==> src/rtl/neck_pkg.sv <==
// Shared types and helpers for the neck-detection gate controller.
// Holds the gate state encoding and the cut-counter width.
package neck_pkg;

    typedef enum logic [1:0] {
        RUN   = 2'd0,
        CUT   = 2'd1,
        BLANK = 2'd2,
        FAULT = 2'd3
    } gate_state_t;

    localparam int CUT_CNT_W = 16;

    function automatic int max_int(input int a, input int b);
        return (a > b) ? a : b;
    endfunction

    // Saturating increment: the total-cuts counter sticks at all-ones.
    function automatic logic [CUT_CNT_W-1:0] sat_inc(input logic [CUT_CNT_W-1:0] v);
        return (v == {CUT_CNT_W{1'b1}}) ? v : v + CUT_CNT_W'(1);
    endfunction

endpackage

==> src/rtl/neck_rate_monitor.sv <==
// Cut-rate monitor: free-running window counter plus the number of accepted
// detections in the current window; flags the detection that reaches the limit.
module neck_rate_monitor
    import neck_pkg::*;
#(
    parameter int WINDOW_CYCLES = 10000000,
    parameter int FAULT_CUTS    = 8
) (
    input  logic clk,
    input  logic rst,
    input  logic accept,
    output logic rate_trip
);

    localparam int WIN_W = $clog2(WINDOW_CYCLES);
    localparam int CNT_W = $clog2(FAULT_CUTS + 1);
    localparam logic [WIN_W-1:0] WIN_LAST = WIN_W'(WINDOW_CYCLES - 1);
    localparam logic [CNT_W-1:0] TRIP_CNT = CNT_W'(FAULT_CUTS);

    logic [WIN_W-1:0] win_cnt_r;
    logic [CNT_W-1:0] cuts_r;
    logic [CNT_W-1:0] cuts_base_s;
    logic [CNT_W-1:0] cuts_next_s;
    logic             wrap_s;

    // A detection in the wrap cycle is counted against the fresh window.
    always_comb begin
        wrap_s      = (win_cnt_r == WIN_LAST);
        cuts_base_s = wrap_s ? {CNT_W{1'b0}} : cuts_r;
        cuts_next_s = cuts_base_s + CNT_W'(1);
        rate_trip   = accept & (cuts_next_s == TRIP_CNT);
    end

    // Window counter and per-window cut count.
    always_ff @(posedge clk or posedge rst) begin
        if (rst) begin
            win_cnt_r <= {WIN_W{1'b0}};
            cuts_r    <= {CNT_W{1'b0}};
        end else begin
            win_cnt_r <= wrap_s ? {WIN_W{1'b0}} : win_cnt_r + WIN_W'(1);
            cuts_r    <= accept ? cuts_next_s : cuts_base_s;
        end
    end

endmodule

==> src/rtl/neck_gate_ctrl.sv <==
// IGBT gate controller: cuts welder power for a fixed off-time on each neck
// verdict, blanks further verdicts afterwards, and latches a rate fault.
module neck_gate_ctrl
    import neck_pkg::*;
#(
    parameter int OFF_CYCLES    = 20000,
    parameter int BLANK_CYCLES  = 50000,
    parameter int WINDOW_CYCLES = 10000000,
    parameter int FAULT_CUTS    = 8
) (
    input  logic                 clk,
    input  logic                 rst,
    input  logic                 neck_valid,
    input  logic                 neck_flag,
    input  logic                 ctl_switch,
    output logic                 power_switch,
    output logic                 busy,
    output logic                 fault,
    output logic [CUT_CNT_W-1:0] cut_cnt
);

    localparam int TMR_MAX = max_int(OFF_CYCLES, BLANK_CYCLES);
    localparam int TMR_W   = (TMR_MAX > 1) ? $clog2(TMR_MAX) : 1;
    localparam logic [TMR_W-1:0] OFF_LOAD   = TMR_W'(OFF_CYCLES - 1);
    localparam logic [TMR_W-1:0] BLANK_LOAD = TMR_W'(BLANK_CYCLES - 1);

    gate_state_t          state_r;
    gate_state_t          next_state_s;
    logic [TMR_W-1:0]     timer_r;
    logic [TMR_W-1:0]     timer_next_s;
    logic [CUT_CNT_W-1:0] cut_cnt_r;
    logic [CUT_CNT_W-1:0] cut_cnt_next_s;
    logic                 detect_s;
    logic                 accept_s;
    logic                 rate_trip_s;
    logic                 power_s;
    logic                 busy_s;
    logic                 fault_s;
    logic                 power_switch_r;
    logic                 busy_r;
    logic                 fault_r;

    assign detect_s = ctl_switch & neck_valid & neck_flag;
    assign accept_s = (state_r == RUN) & detect_s;

    neck_rate_monitor #(
        .WINDOW_CYCLES (WINDOW_CYCLES),
        .FAULT_CUTS    (FAULT_CUTS)
    ) u_rate (
        .clk       (clk),
        .rst       (rst),
        .accept    (accept_s),
        .rate_trip (rate_trip_s)
    );

    // State, timer and total-cut counter registers.
    always_ff @(posedge clk or posedge rst) begin
        if (rst) begin
            state_r   <= RUN;
            timer_r   <= {TMR_W{1'b0}};
            cut_cnt_r <= {CUT_CNT_W{1'b0}};
        end else begin
            state_r   <= next_state_s;
            timer_r   <= timer_next_s;
            cut_cnt_r <= cut_cnt_next_s;
        end
    end

    // Next-state logic; a bypass request beats timer expiry in CUT and BLANK.
    always_comb begin
        next_state_s   = state_r;
        timer_next_s   = timer_r;
        cut_cnt_next_s = cut_cnt_r;
        case (state_r)
            RUN: begin
                if (accept_s) begin
                    if (rate_trip_s) begin
                        next_state_s = FAULT;
                    end else begin
                        next_state_s   = CUT;
                        timer_next_s   = OFF_LOAD;
                        cut_cnt_next_s = sat_inc(cut_cnt_r);
                    end
                end else begin
                    next_state_s = RUN;
                end
            end
            CUT: begin
                if (!ctl_switch) begin
                    next_state_s = RUN;
                end else if (timer_r == {TMR_W{1'b0}}) begin
                    next_state_s = BLANK;
                    timer_next_s = BLANK_LOAD;
                end else begin
                    timer_next_s = timer_r - TMR_W'(1);
                end
            end
            BLANK: begin
                if (!ctl_switch) begin
                    next_state_s = RUN;
                end else if (timer_r == {TMR_W{1'b0}}) begin
                    next_state_s = RUN;
                end else begin
                    timer_next_s = timer_r - TMR_W'(1);
                end
            end
            FAULT: begin
                next_state_s = FAULT;
            end
            default: begin
                next_state_s = FAULT;
            end
        endcase
    end

    // Output decode from the upcoming state so registered outputs align with it.
    always_comb begin
        power_s = 1'b1;
        busy_s  = 1'b0;
        fault_s = 1'b0;
        case (next_state_s)
            RUN: begin
                power_s = 1'b1;
                busy_s  = 1'b0;
                fault_s = 1'b0;
            end
            CUT: begin
                power_s = 1'b0;
                busy_s  = 1'b1;
                fault_s = 1'b0;
            end
            BLANK: begin
                power_s = 1'b1;
                busy_s  = 1'b1;
                fault_s = 1'b0;
            end
            FAULT: begin
                power_s = 1'b1;
                busy_s  = 1'b0;
                fault_s = 1'b1;
            end
            default: begin
                power_s = 1'b1;
                busy_s  = 1'b0;
                fault_s = 1'b1;
            end
        endcase
    end

    // Output registers; reset leaves the IGBT conducting.
    always_ff @(posedge clk or posedge rst) begin
        if (rst) begin
            power_switch_r <= 1'b1;
            busy_r         <= 1'b0;
            fault_r        <= 1'b0;
        end else begin
            power_switch_r <= power_s;
            busy_r         <= busy_s;
            fault_r        <= fault_s;
        end
    end

    assign power_switch = power_switch_r;
    assign busy         = busy_r;
    assign fault        = fault_r;
    assign cut_cnt      = cut_cnt_r;

endmodule

==> config.mk <==
export PLATFORM = sky130hd
export DESIGN_NAME = neck_gate_ctrl
export DESIGN_NICKNAME = d
export VERILOG_FILES = /design/src/rtl/neck_pkg.sv /design/src/rtl/neck_rate_monitor.sv /design/src/rtl/neck_gate_ctrl.sv
export SDC_FILE = /design/constraint.sdc
export NUM_CORES = 1
export LEC_CHECK = 0
export BUFFER_PORTS_ARGS = -buffer_cell sky130_fd_sc_hd__buf_2
export CORE_MARGIN = 2
export CORE_UTILIZATION = 60
export CTS_CLUSTER_DIAMETER = 150
export DETAILED_ROUTE_END_ITERATION = 12
export PLACE_DENSITY = 0.79
export REMOVE_ABC_BUFFERS = 1
export SYNTH_ARGS = -nofsm -noshare
export SYNTH_HDL_FRONTEND = slang
export SYNTH_HIERARCHICAL = 1
export SYNTH_SLANG_ARGS = --single-unit
==> constraint.sdc <==
create_clock -name clk -period 5 [get_ports clk]
set_input_delay 1 -clock clk [delete_from_list [all_inputs] [get_ports clk]]
set_output_delay 1 -clock clk [all_outputs]
set_load 0.1 [all_outputs]
* After elaboration in Yosys (flattened, before gate mapping)
Cells that the tools add are included.
** Operators by class
- Add/sub/neg operators :: 4
- Shifts and indexed selects :: 0
- Equal/unequal tests :: 14
- Bitwise logic cells :: 6
- Order comparisons :: 0
- Multiplexer cells :: 20
- Multipliers :: 0
- Div/mod/pow operators :: 0
- Reductions and logical operators :: 10
** Operators by type and width (count)
- $mux 16 :: 6
- $pmux 16 s3 :: 1
- $add 24x1->24 const B :: 1
- $eq 24x24->1 const B :: 1
- $mux 24 :: 1
- $add 16x1->16 const B :: 1
- $eq 16x16->1 const B :: 1
- $logic_not 16->1 :: 1
- $sub 16x1->16 const B :: 1
- $mux 2 :: 6
- $eq 2x2->1 const B :: 4
- $mux 4 :: 2
- $ne 2x2->1 const B :: 4
- $pmux 2 s4 :: 1
- $pmux 1 s2 :: 3
- $reduce_and 6->1 :: 1
- $reduce_or 3->1 :: 2
- $add 4x1->4 const B :: 1
- $and 1x1->1 :: 4
- $eq 2x1->1 const B :: 2
- $eq 4x4->1 const B :: 1
- $logic_not 2->1 :: 2
- $reduce_and 4->1 :: 1
- $reduce_or 2->1 :: 2
- other kinds (3) :: 4
** Storage, ports and cells
- Memories :: 0
- Register bits after elaboration :: 65
- Bits in latches :: 0
- Memory bits (read-only) :: 0
- Input port bits :: 5
- RAM bits :: 0
- Output and inout bits :: 19

* Logic depth before layout (Yosys ltp)
- Depth in word-level cells :: 11
- Mapped depth :: 16
- Gate-level depth less buffers :: 13

* By module
The synthesis kept the hierarchy.
** Modules (own cells, without submodules)
- neck_gate_ctrl :: cells each 211, area an instance 2075.7 um^2, sequential area each 927.1 um^2, instances 1
- neck_rate_monitor :: cells each 146, area an instance 1485.2 um^2, sequential area each 700.7 um^2, instances 1

* Worst setup path after synthesis
Ideal clock, no wire load.
- Path type :: register to register
- From :: register u_rate.win_cnt_r[0]
- To :: register timer_r[15]
- Slack :: 1479 ps
- Stages on the path, launching flop included :: 17
- Buffers on the path :: 3
- Arrival :: 3400 ps
- Cells stage by stage :: dfrtp_1 > ha_1 > clkbuf_1 > nand3_1 > nor3_4 > and2b_1 > ha_1 > nor3b_1 > a31oi_1 > nor3_1 > a21oi_1 > o221ai_1 > a21o_1 > buf_6 > clkbuf_1 > a21oi_1 > o22a_1
** Between the ends
- Cells in the longest elaborated chain, start to end :: 7
** Ends and longest elaborated chain
- start, declared :: line neck_rate_monitor.sv:20 : logic [WIN_W-1:0] win_cnt_r;
- start signal, assigned :: line neck_rate_monitor.sv:37 : win_cnt_r <= {WIN_W{1'b0}};
- start signal, assigned :: line neck_rate_monitor.sv:40 : win_cnt_r <= wrap_s ? {WIN_W{1'b0}} : win_cnt_r + WIN_W'(1);
- $eq 24x24->1 :: line neck_rate_monitor.sv:28 : wrap_s = (win_cnt_r == WIN_LAST);
- $mux 4 :: line neck_rate_monitor.sv:29 : cuts_base_s = wrap_s ? {CNT_W{1'b0}} : cuts_r;
- $add 4x1->4 :: line neck_rate_monitor.sv:30 : cuts_next_s = cuts_base_s + CNT_W'(1);
- $eq 4x4->1 :: line neck_rate_monitor.sv:31 : rate_trip = accept & (cuts_next_s == TRIP_CNT);
- $and 1x1->1 :: line neck_rate_monitor.sv:31
- net rate_trip_s :: line neck_gate_ctrl.sv:35 : logic rate_trip_s;
- $ne 2x2->1 (no line)
- $reduce_and 6->1 (no line)
- end signal, assigned :: line neck_gate_ctrl.sv:60 : timer_r <= {TMR_W{1'b0}};
- end signal, assigned :: line neck_gate_ctrl.sv:64 : timer_r <= timer_next_s;
- end, declared :: line neck_gate_ctrl.sv:29 : logic [TMR_W-1:0] timer_r;
The timed path passes the listed nets, and every way through them passes these cells.
A chain may end at the register's enable or synchronous reset.

* Final worst setup path
- From :: register u_rate.win_cnt_r[0]
- To :: register timer_r[11]
Same word-level chain as after synthesis.

==> out/results.tsv <==
metric	value	unit
status	finished, final reports clean	
critPathMaxStageDelay	0.50	ns
fin_tns_setup	0	ns
layout_min_cycle_time	4.06	ns
synth-async-reset-ratio	1.00	
yosys_warnings	6	
rrSetupSlack	0.94	ns
clk_path_buf_depth	2	
slew_violations	0	
grt_overflow_total	0	
cts_inserted_buffers	9	
path_clk_slew	0.08	ns
clock_sinks	65	
die_x	81.0	um
power_density	440	nW/um^2
syn_inst	357	
power_leakage	1.77	nW
fin_ws	0.942	ns
postSynthAreaPerCell	9.97	um^2
vias_per_cell	6.13	
power	1.73	mW
multi_input_area	1810	um^2
crit_cells	13	
grt_pass1_vias	2669	
worstMarginPinSlew	1.16	ns
ctsResizeCount	0	
critPathTopFamily	simple AND/OR/NAND/NOR gates	
r2r-end	timer_r[11]$_DFFE_PP0P_	
drtPass1Iterations	5	
synth_area	3560	um^2
crit_path_end	timer_r[11]$_DFFE_PP0P_	
hpwl	4790	um
final_common_cell	dfrtp_1	
rsz0062_at_grt	no	
cp-startpoint	u_rate/win_cnt_r[0]$_DFF_PP0_	
diodes	0	
layout_common_cells	64 x dfrtp_1, 31 x nand2_1, 23 x buf_2	
cts_hold_buffers	0	
core	5820	um^2
via_count	2822	
cp_data_arrival_time	4.28	ns
crit_path_frequent_cell	ha_1	
layout.area.seq	1630	um^2
cp_data_required_time	5.22	ns
initialDrtViolationCount	106	
synth_edf_count	0	
whs	0.490	ns
nNetsFinal	399	
gp_congestion	0.891	
path_cells	ha_1 -> nand3_1 -> nor3_4 -> and2b_1 -> ha_1 -> nor3b_1 -> a31oi_1 -> nor3_1 -> a21oi_1 -> o221ai_1 -> a21o_1 -> o21ai_0 -> a221o_1	
die-area	6570	um^2
drv_cap	0	
layout-drive-gt1-share	0.138	
ant_nets	0	
finalCritPeriodShare	0.812	
fin_area	3930	um^2
final_cells	460	
area_growth	10.4	%
finalHoldViolCount	0	
placedCellCount	444	
grt_pass1_wl	12100	um
synth_cell_types	52	
ys_seq_area_frac	0.457	
critPathSlowestCell	nor3_1	
post_drt_wl_per_cell	15.1	um
maxSlewHeadroom	0.219	
start_kind	flip-flop	
setup_violations	0	
r2r-start	u_rate/win_cnt_r[0]$_DFF_PP0_	
grt_usage	0.237	
critPathMaxFanout	18	
fin_util	0.676	
root_buffer	clkbuf_8	
dpl_cell_area	3700	um^2
cts_setup_buffers	0	
remaining_drc_errors	0	
dp_slack	0.999	ns
die_h	81.0	um
h-tree-depth	3	
antenna_found_initial	0	
hp-class	reg2reg	
ff2ff_path_depth	13	
fp-row-count	28	
synthFlopType	dfrtp_1	
ys_ff_latch	65	
max_freq	0.246	GHz
critical_path_buf_inv_count	0	
clk_latency	0.34	ns
irDropWorstVdd	0.489	mV
fin_skew	0.0144	ns
initial_core_util	0.612	
boundaryPins	24	
drt-total-wl	6950	um
cts_tree	done	
grt_max_degree	38	
end_kind	flip-flop	
filler_cell_count	460	
io_buffers	23	
crit_type	reg2reg	
-- layer usage --
| metal | wire length, um | vias to the layer above | GRT usage |
|---|---|---|---|
| met1 | 3250 | 1369 | 0.333 |
| met5 | 0 | - | 0 |
| met2 | 3240 | 82 | 0.361 |
| met3 | 305 | 17 | 0.0378 |
| met4 | 146 | 0 | 0.112 |
| li1 | - | 1354 | - |
-- cell families after synthesis --
family          share of synthesized area
mux                               0.00597
simple gates                        0.248
flops                               0.457
fa+ha+maj                          0.0492
compound gates                      0.113
buf+inv                            0.0337
xor+xnor                           0.0935
-- state kept, by name, indices dropped and copies added, names as in the netlist --
signal	flops
busy	1
cut_cnt	16
fault	1
power_switch	1
state_r	2
timer_r	16
u_rate/cuts_r	4
u_rate/win_cnt_r	24
-- worst min path at each step --
stage | slack [ns] | depth (start not counted) | to | start
6_report | 0.49 | 1 | cut_cnt[11]$_DFFE_PP0P_ | cut_cnt[11]$_DFFE_PP0P_
5_1_grt | 0.53 | 1 | cut_cnt[11]$_DFFE_PP0P_ | cut_cnt[11]$_DFFE_PP0P_
4_1_cts | 0.50 | 1 | cut_cnt[11]$_DFFE_PP0P_ | cut_cnt[11]$_DFFE_PP0P_
3_5_place_dp | 0.48 | 1 | cut_cnt[11]$_DFFE_PP0P_ | cut_cnt[11]$_DFFE_PP0P_
3_3_place_gp | 0.48 | 1 | cut_cnt[11]$_DFFE_PP0P_ | cut_cnt[11]$_DFFE_PP0P_
2_1_floorplan | 0.46 | 1 | u_rate/win_cnt_r[4]$_DFF_PP0_ | u_rate/win_cnt_r[4]$_DFF_PP0_
-- final cells by class --
cell class	instances	area share
multi-input cells	269	0.461
flip-flops and latches	65	0.414
clock buffers	10	0.0350
repair buffers	25	0.0331
well taps	75	0.0239
clock inverters	6	0.0229
inverters	10	0.00955
-- cells in the mapped netlist (4+ instances only) --
library cell	number	area, um^2
dfrtp_1	64	1600
nand3_1	16	80.1
a21boi_0	4	30.0
and3_1	7	43.8
nor3_1	8	40.0
a21oi_1	18	90.1
clkbuf_1	5	18.8
nor4_1	8	50.1
xor2_1	16	140
nand2_1	31	116
o22a_1	5	43.8
and4_1	5	43.8
nor2_1	21	78.8
xnor2_1	22	193
o21ai_0	12	60.1
nand4_1	19	119
nand2b_1	5	31.3
or4_1	6	45.0
ha_1	14	175
inv_1	10	37.5
or3_1	6	37.5
-- where the power goes --
group          total (mW)  switching [mW]  internal [mW]
sequential          0.693          0.0936          0.600
clock               0.507           0.211          0.296
combinational       0.531           0.377          0.154
(Power assumes the default switching activity.)
